===== src/rtl/fft_sys_pkg.sv =====
// Shared FFT subsystem definitions: sequencer state encodings and default frame/watchdog limits.
package fft_sys_pkg;

  localparam int STATE_W            = 3;
  localparam int FRAME_DIV_DEF      = 4;
  localparam int TIMEOUT_CYCLES_DEF = 16777215;

  typedef enum logic [STATE_W-1:0] {
    IDLE    = 3'd0,
    ARM     = 3'd1,
    CAPTURE = 3'd2,
    COMPUTE = 3'd3,
    SWAP    = 3'd4
  } seq_state_t;

endpackage


===== src/rtl/fft_frame_sequencer_if.sv =====
// Sequencer handshake bundle: control inputs, sampler/FFT strobes, bank selects and status.
interface fft_frame_sequencer_if;
  import fft_sys_pkg::*;

  logic               enable;
  logic               vsync;
  logic               smpl_done;
  logic               fft_done;
  logic               smpl_trig;
  logic               fft_start;
  logic               disp_bank;
  logic               fft_bank;
  logic [15:0]        frame_cnt;
  logic               busy;
  logic               err;
  logic [STATE_W-1:0] state_dbg;

  modport master (
    output enable, vsync, smpl_done, fft_done,
    input  smpl_trig, fft_start, disp_bank, fft_bank, frame_cnt, busy, err, state_dbg
  );

  modport slave (
    input  enable, vsync, smpl_done, fft_done,
    output smpl_trig, fft_start, disp_bank, fft_bank, frame_cnt, busy, err, state_dbg
  );
endinterface


===== src/rtl/fft_frame_sequencer_vsync_divider.sv =====
// Counts vsync pulses while armed; tc flags the vsync that completes FRAME_DIV frames.
module vsync_divider
  import fft_sys_pkg::*;
#(
  parameter int FRAME_DIV = FRAME_DIV_DEF
) (
  input  logic clk,
  input  logic rst,
  input  logic clear,
  input  logic vsync,
  output logic tc
);

  if (FRAME_DIV < 1 || FRAME_DIV > 255) begin : g_bad_frame_div
    $error("vsync_divider: FRAME_DIV must be 1..255");
  end

  localparam logic [7:0] LAST = 8'(FRAME_DIV - 1);

  logic [7:0] cnt;

  assign tc = vsync && (cnt == LAST);

  always_ff @(posedge clk or negedge rst) begin
    if (!rst) begin
      cnt <= '0;
    end else if (clear) begin
      cnt <= '0;
    end else if (vsync) begin
      cnt <= tc ? 8'd0 : cnt + 8'd1;
    end
  end

endmodule


===== src/rtl/fft_frame_sequencer.sv =====
// Frame sequencer: vsync-divided capture -> FFT -> bank swap on vsync.
// Optional watchdog on CAPTURE+COMPUTE enabled by defining FFT_SEQ_TIMEOUT_EN.
module fft_frame_sequencer
  import fft_sys_pkg::*;
#(
  parameter int FRAME_DIV      = FRAME_DIV_DEF,
  parameter int TIMEOUT_CYCLES = TIMEOUT_CYCLES_DEF
) (
  input logic                  clk,
  input logic                  rst,
  fft_frame_sequencer_if.slave bus
);

  if (TIMEOUT_CYCLES < 1 || TIMEOUT_CYCLES > 16777215) begin : g_bad_timeout
    $error("fft_frame_sequencer: TIMEOUT_CYCLES must be 1..16777215");
  end

  seq_state_t  state, state_d;
  logic        smpl_trig, fft_start, disp_bank, fft_bank, busy, err;
  logic [15:0] frame_cnt;
  logic        smpl_trig_d, fft_start_d, swap_d, timeout_d;
  logic        vs_tc;

  // Divider only counts while armed, so the swap vsync and IDLE vsyncs never count.
  vsync_divider #(.FRAME_DIV(FRAME_DIV)) u_div (
    .clk   (clk),
    .rst   (rst),
    .clear (state != ARM),
    .vsync (bus.vsync && bus.enable),
    .tc    (vs_tc)
  );

`ifdef FFT_SEQ_TIMEOUT_EN
  localparam logic [23:0] WD_LAST = 24'(TIMEOUT_CYCLES - 1);

  logic [23:0] wd_cnt;
  logic        in_frame;

  assign in_frame  = (state == CAPTURE) || (state == COMPUTE);
  assign timeout_d = in_frame && (wd_cnt == WD_LAST);

  always_ff @(posedge clk or negedge rst) begin
    if (!rst) begin
      wd_cnt <= '0;
    end else if (in_frame) begin
      wd_cnt <= wd_cnt + 24'd1;
    end else begin
      wd_cnt <= '0;
    end
  end
`else
  assign timeout_d = 1'b0;
`endif

  always_comb begin
    state_d     = state;
    smpl_trig_d = 1'b0;
    fft_start_d = 1'b0;
    swap_d      = 1'b0;
    case (state)
      IDLE:    if (bus.enable) state_d = ARM;
      ARM: begin
        if (!bus.enable) begin
          state_d = IDLE;
        end else if (vs_tc) begin
          state_d     = CAPTURE;
          smpl_trig_d = 1'b1;
        end
      end
      CAPTURE: begin
        if (bus.smpl_done) begin
          state_d     = COMPUTE;
          fft_start_d = 1'b1;
        end
      end
      COMPUTE: if (bus.fft_done) state_d = SWAP;
      SWAP: begin
        if (bus.vsync) begin
          swap_d  = 1'b1;
          state_d = bus.enable ? ARM : IDLE;
        end
      end
      default: state_d = IDLE;
    endcase
    // A timed-out frame is abandoned: no FFT start and no swap.
    if (timeout_d) begin
      state_d     = IDLE;
      fft_start_d = 1'b0;
    end
  end

  always_ff @(posedge clk or negedge rst) begin
    if (!rst) begin
      state     <= IDLE;
      smpl_trig <= 1'b0;
      fft_start <= 1'b0;
      disp_bank <= 1'b0;
      fft_bank  <= 1'b1;
      frame_cnt <= '0;
      busy      <= 1'b0;
      err       <= 1'b0;
    end else begin
      state     <= state_d;
      smpl_trig <= smpl_trig_d;
      fft_start <= fft_start_d;
      busy      <= (state_d != IDLE);
      err       <= err | timeout_d;
      if (swap_d) begin
        disp_bank <= ~disp_bank;
        fft_bank  <= ~fft_bank;
        frame_cnt <= frame_cnt + 16'd1;
      end
    end
  end

  assign bus.smpl_trig = smpl_trig;
  assign bus.fft_start = fft_start;
  assign bus.disp_bank = disp_bank;
  assign bus.fft_bank  = fft_bank;
  assign bus.frame_cnt = frame_cnt;
  assign bus.busy      = busy;
  assign bus.err       = err;
  assign bus.state_dbg = state;

endmodule

===== src/flat_wrapper.sv =====
// flat-port wrapper written by rule: the top's interface ports become plain ports
module fft_frame_sequencer_flat import fft_sys_pkg::*;
#(
  parameter int FRAME_DIV      = FRAME_DIV_DEF,
  parameter int TIMEOUT_CYCLES = TIMEOUT_CYCLES_DEF
)
  (clk, rst, bus_enable, bus_vsync, bus_smpl_done, bus_fft_done, bus_smpl_trig, bus_fft_start, bus_disp_bank, bus_fft_bank, bus_frame_cnt, bus_busy, bus_err, bus_state_dbg);
  fft_frame_sequencer_if bus_i ();
  input logic clk;
  input logic rst;
  input wire logic [$bits(bus_i.enable)-1:0] bus_enable;
  input wire logic [$bits(bus_i.vsync)-1:0] bus_vsync;
  input wire logic [$bits(bus_i.smpl_done)-1:0] bus_smpl_done;
  input wire logic [$bits(bus_i.fft_done)-1:0] bus_fft_done;
  output wire logic [$bits(bus_i.smpl_trig)-1:0] bus_smpl_trig;
  output wire logic [$bits(bus_i.fft_start)-1:0] bus_fft_start;
  output wire logic [$bits(bus_i.disp_bank)-1:0] bus_disp_bank;
  output wire logic [$bits(bus_i.fft_bank)-1:0] bus_fft_bank;
  output wire logic [$bits(bus_i.frame_cnt)-1:0] bus_frame_cnt;
  output wire logic [$bits(bus_i.busy)-1:0] bus_busy;
  output wire logic [$bits(bus_i.err)-1:0] bus_err;
  output wire logic [$bits(bus_i.state_dbg)-1:0] bus_state_dbg;
  assign bus_i.enable = bus_enable;
  assign bus_i.vsync = bus_vsync;
  assign bus_i.smpl_done = bus_smpl_done;
  assign bus_i.fft_done = bus_fft_done;
  assign bus_smpl_trig = bus_i.smpl_trig;
  assign bus_fft_start = bus_i.fft_start;
  assign bus_disp_bank = bus_i.disp_bank;
  assign bus_fft_bank = bus_i.fft_bank;
  assign bus_frame_cnt = bus_i.frame_cnt;
  assign bus_busy = bus_i.busy;
  assign bus_err = bus_i.err;
  assign bus_state_dbg = bus_i.state_dbg;
  fft_frame_sequencer #(.FRAME_DIV(FRAME_DIV), .TIMEOUT_CYCLES(TIMEOUT_CYCLES)) u_core (.clk(clk), .rst(rst), .bus(bus_i));
endmodule

===== config.mk =====
export PLATFORM = sky130hd
export DESIGN_NAME = fft_frame_sequencer_flat
export DESIGN_NICKNAME = d
export VERILOG_FILES = /design/src/rtl/fft_sys_pkg.sv /design/src/rtl/fft_frame_sequencer_if.sv /design/src/rtl/fft_frame_sequencer_vsync_divider.sv /design/src/rtl/fft_frame_sequencer.sv /design/src/flat_wrapper.sv
export SDC_FILE = /design/constraint.sdc
export NUM_CORES = 1
export LEC_CHECK = 0
export BUFFER_PORTS_ARGS = -buffer_cell sky130_fd_sc_hd__buf_4
export CAP_MARGIN = 10
export CELL_PAD_IN_SITES_DETAIL_PLACEMENT = 0
export CELL_PAD_IN_SITES_GLOBAL_PLACEMENT = 1
export CORE_ASPECT_RATIO = 0.9
export CORE_UTILIZATION = 41
export DETAILED_ROUTE_END_ITERATION = 10
export GPL_TIMING_DRIVEN = 0
export PLACE_DENSITY_LB_ADDON = 0.2
export SLEW_MARGIN = 20
export SYNTH_ARGS = -nofsm -noshare
export SYNTH_HDL_FRONTEND = slang
export SYNTH_SLANG_ARGS = --single-unit
export TNS_END_PERCENT = 5

===== constraint.sdc =====
create_clock -name clk -period 2.1 [get_ports clk]
set_input_delay 0.105 -clock clk [delete_from_list [all_inputs] [get_ports clk]]
set_output_delay 0.105 -clock clk [all_outputs]
set_load 0.01 [all_outputs]

Word-level counts from Yosys, hierarchy flattened
Index checks and enable logic that the tools add are counted.
- bitwise logic cells: 2
- eq/ne operators: 6
- reductions and logical operators: 5
- multiplexer cells: 18
- add/sub/neg operators: 2
- operators by type and width (cell ; number):
    8-bit two-way mux ; 3
    3-bit two-way mux ; 6
    16-bit by 1-bit adder with 16-bit output, second input constant ; 1
    3-bit one-hot mux with 5 select lines ; 1
    8-bit by 1-bit adder with 8-bit output, second input constant ; 1
    8-bit by 2-bit equality test with 1-bit output, second input constant ; 1
    1-bit two-way mux ; 8
    3-bit by 2-bit equality test with 1-bit output, second input constant ; 2
    3-bit by 1-bit equality test with 1-bit output, second input constant ; 1
    3-bit equality test, second input constant ; 1
    3-bit logical NOT ; 1
    3-bit by 1-bit inequality test with 1-bit output, second input constant ; 1
    3-bit nonzero test ; 1
    1-bit logical AND ; 2
    1-bit NOT ; 2
    2-bit nonzero test ; 1
- logic and storage cells: 41
- input port bits: 6
- output and inout bits: 25
- register bits after elaboration: 32

Logic depth before layout (Yosys ltp)
- depth after elaboration: 6
- gate-level depth with buffers: 5
- depth with buffers taken out: 5

Modules after synthesis
From an unflattened synthesis, not the netlist that was laid out.
- cell total of the unflattened synthesis: 146
- area total of the unflattened synthesis: 1546.5 sq um
- by module, submodules not included (module ; area each (sq um) ; times used ; cells each ; seq. area each (sq um)):
    fft_frame_sequencer ; 1111.1 ; 1 ; 103 ; 601.8
    vsync_divider ; 435.4 ; 1 ; 43 ; 200.2

Worst setup path before layout
Ideal clock, no wire load.
- path kind: register to register
- start: register u_core.u_div.cnt[0]
- end: register u_core.busy (netlist: u_core.bus.busy)
- period minus slack after synthesis: 1.752 ns
- cell stages (with the launch flop): 6
- arrival: 1.620 ns
- data required time: 1.968 ns
- buffers on the path: 0
- setup slack: 0.348 ns
- setup time: 0.132 ns
- cells stage by stage: dfrtp_1 ha_1 nor4b_4 nand3_1 a311o_1 or3b_1
- word-level cells in the longest chain between the ends: 6
- RTL lines (item ; RTL line ; RTL):
    from (decl) ; fft_frame_sequencer_vsync_divider.sv:20 ; logic [7:0] cnt;
    from (signal assigned) ; fft_frame_sequencer_vsync_divider.sv:30 ; cnt <= tc ? 8'd0 : cnt + 8'd1;
    8-bit by 2-bit equality test with 1-bit output ; fft_frame_sequencer_vsync_divider.sv:22 ; assign tc = vsync && (cnt == LAST);
    1-bit logical AND ; fft_frame_sequencer_vsync_divider.sv:22 ;
    3-bit two-way mux ; fft_frame_sequencer.sv:65 ; end else if (vs_tc) begin
    3-bit two-way mux ; fft_frame_sequencer.sv:63 ; if (!bus.enable) begin
    3-bit one-hot mux with 5 select lines ; fft_frame_sequencer.sv:60 ; case (state)
    via u_core.state_d[0] ; fft_frame_sequencer.sv:18 ; seq_state_t state, state_d;
    3-bit nonzero test ; fft_frame_sequencer.sv:106 ; busy <= (state_d != IDLE);
    to (signal assigned) ; fft_frame_sequencer.sv:106 ;
    to (decl) ; fft_frame_sequencer.sv:19 ; logic smpl_trig, fft_start, disp_bank, fft_bank, busy, err;
The timed path passes the listed nets, and every way through them passes these cells.
A chain may end at the register's enable or synchronous reset.

Worst setup path in the final report
Same ends and word-level chain as after synthesis.

==> results.json <==
{
  "finalHoldViolations": 0,
  "stdcell_count": 222,
  "status": "finished clean",
  "holdWs_ns": 0.0622,
  "synth_edf_count": 0,
  "grt-ovfl-total": 0,
  "drt_iter0_drc": 75,
  "detail_route.vias_per_cell": 5.30,
  "synth-seq-cells": 32,
  "cts_tree": "yes",
  "crit_fanout": 6,
  "fp.dieH_um": 59.7,
  "setup_viol_count_final": 0,
  "port-buffer-count": 29,
  "hold_buffers": 1,
  "coreArea_um2": 3450,
  "hp-class": "input port to flip-flop",
  "drc": 0,
  "die_w_um": 66.1,
  "worst_slew_pin_slew_ns": 0.588,
  "fin_total_pwr_mw": 1.48,
  "synth_cell_types": 40,
  "end_kind": "flip-flop",
  "core.rowCount": 20,
  "start_util": 0.439,
  "n_antenna_cell": 0,
  "final_core_util": 0.553,
  "max-cap-violations": 0,
  "drt_wl_total_mm": 3.00,
  "drive_gt1_frac": 0.270,
  "yosysWarnings": 0,
  "clock.fmax_mhz": 519,
  "grt_antenna_before_repair": 0,
  "skew_ns": 0.00631,
  "grt_pass1_vias": 1088,
  "period_needed_ns": 1.93,
  "crit_path_start_kind": "flip-flop",
  "dp_hpwl_mm": 2.16,
  "insertion_delay_ns": 0.28,
  "ant_nets": 0,
  "numCtsBuffers": 5,
  "pin_count": 31,
  "fin_setup_tns_ns": 0,
  "dr_total_vias": 1177,
  "rsz0062_at_grt": "false",
  "dieArea_um2": 3950,
  "yosysSeqAreaShare": 0.528,
  "syn_inst": 140,
  "ir_worst_vdd_uv": 490,
  "grt_max_degree": 33,
  "num-nets-final": 185,
  "leakage_nw": 0.929,
  "cts.repair.resized": 0,
  "place.gp.congestion": 0.763,
  "syn_avg_cell_area_um2": 10.8,
  "powerDensity_nw_per_um2": 774,
  "required_ns": 2.26,
  "avgRoutedWirePerCell_um": 13.5,
  "n_fill_cell": 316,
  "synth_ff_type": "dfrtp_1",
  "first_pass_iters": 4,
  "h-tree-depth": 2,
  "fin_crit_sh": 0.918,
  "track_usage": 0.173,
  "relSlewSlack": 0.606,
  "slew_violations": 0,
  "clock_path_buffers": 2,
  "area_growth_pct": 25.7,
  "cp.arrival_ns": 2.09,
  "syn_area_um2": 1520,
  "postCtsSetupBuffers": 0,
  "syn-num-nets": 148,
  "dp_cells": 213,
  "async_flop_share": 1.00,
  "cts_root_buffer": "clkbuf_8",
  "critPathKind": "flip-flop to flip-flop",
  "grt_pass1_wl_mm": 5.01,
  "clock_sinks": 32,
  "path_clk_slew_ns": 0.06
}
==> report_power, final <==
part / switching (mW) / internal (mW)
clock network: 0.222 / 0.352
logic: 0.111 / 0.0977
registers: 0.0376 / 0.657
total: 0.370 / 1.11
==> flip-flops by register name, summed over array words and instances (netlist names) <==
name                  cells
u_core.bus.busy           1
u_core.bus.disp_bank      1
u_core.bus.fft_bank       1
u_core.bus.fft_start      1
u_core.bus.frame_cnt     16
u_core.bus.smpl_trig      1
u_core.bus.state_dbg      3
u_core.u_div.cnt          8
==> worst max-delay path, stage by stage (launching register included) <==
cell,delay [ns]
dfrtp_1,0.43
ha_1,0.26
nor4b_4,0.30
nand3_1,0.12
a311o_1,0.34
or3b_1,0.37
==> synth_stat cells, drive strengths merged, types with 2 or more instances <==
| library cell | number | area, um^2 |
|---|---|---|
| dfrtp | 31 | 776 |
| nand3 | 8 | 40.0 |
| ha | 2 | 25.0 |
| xnor2 | 9 | 78.8 |
| or3 | 3 | 18.8 |
| and3 | 5 | 33.8 |
| nand4 | 8 | 50.1 |
| nor3 | 4 | 25.0 |
| or3b | 2 | 17.5 |
| nand2b | 3 | 18.8 |
| inv | 3 | 11.3 |
| nor2 | 5 | 18.8 |
| a21oi | 5 | 25.0 |
| or2b | 2 | 15.0 |
| o21ai | 5 | 25.0 |
| xor2 | 8 | 70.1 |
| buf | 2 | 12.5 |
| nand2 | 16 | 60.1 |
==> metrics by stage <==
step / setup slack [ns] / cell area [um^2]
floorplan: 0.348 / 1520
global placement: 0.177 / 1790
detailed placement: 0.191 / 1790
CTS: 0.172 / 1910
global route: 0.0280 / 1910
finish: 0.172 / 1910
==> final timing paths <==
path / startpoint / end / slack [ns] / cells after the start
worst min register to register: u_core.bus.frame_cnt[15] / u_core.bus.frame_cnt[15] / 0.48 / 1
worst max register to register: u_core.u_div.cnt[0] / u_core.bus.busy / 0.17 / 5
max in group asynchronous: rst / u_core.bus.fft_bank / 1.47 / 2
min in group asynchronous: rst / u_core.u_div.cnt[4] / 0.30 / 2
worst min-delay path: bus_vsync / u_core.bus.state_dbg[2] / 0.06 / 2
worst max-delay path: u_core.u_div.cnt[0] / u_core.bus.busy / 0.17 / 5
==> metal layers <==
layer,part of all wire,GRT usage,vias up
met5,0,0,-
met4,0.020,0.100,0
met3,0.049,0.0458,7
met2,0.45,0.254,26
met1,0.48,0.232,570
li1,-,-,574
==> logic make-up after synthesis <==
| group | Yosys count | synth area share |
|---|---|---|
| buffers and inverters | 5 | 0.0157 |
| other | 1 | 0.00247 |
| AOI/OAI and AO/OA | 18 | 0.0767 |
| muxes | 2 | 0.0140 |
| DFF | 32 | 0.528 |
| xor gates and xnor gates | 17 | 0.0981 |
| and+or+nand+nor | 63 | 0.248 |
| adders and majority gates | 2 | 0.0165 |
==> final cells by class <==
| cell class | count | area (um^2) | share of cell area |
|---|---|---|---|
| Inverter | 3 | 11.3 | 0.00590 |
| Tap cell | 44 | 55.1 | 0.0289 |
| Multi-Input combinational cell | 103 | 692 | 0.363 |
| Clock inverter | 2 | 35.0 | 0.0184 |
| Sequential cell | 32 | 802 | 0.420 |
| Buffer | 2 | 12.5 | 0.00656 |
| Clock buffer | 6 | 72.6 | 0.0380 |
| Timing Repair Buffer | 30 | 228 | 0.119 |
==> layout by cell type, fill, tap and decap left out, drive strengths merged, types with 2 or more instances in the layout <==
cell type	instances
nand4	8
xnor2	9
and3	5
or2b	2
inv	3
a21oi	5
clkbuf	6
nor3	4
or3b	2
ha	2
nand3	8
dfrtp	31
nand2	16
buf	31
nor2	5
xor2	8
nand2b	3
or3	3
o21ai	5
(Power assumes the default switching activity.)
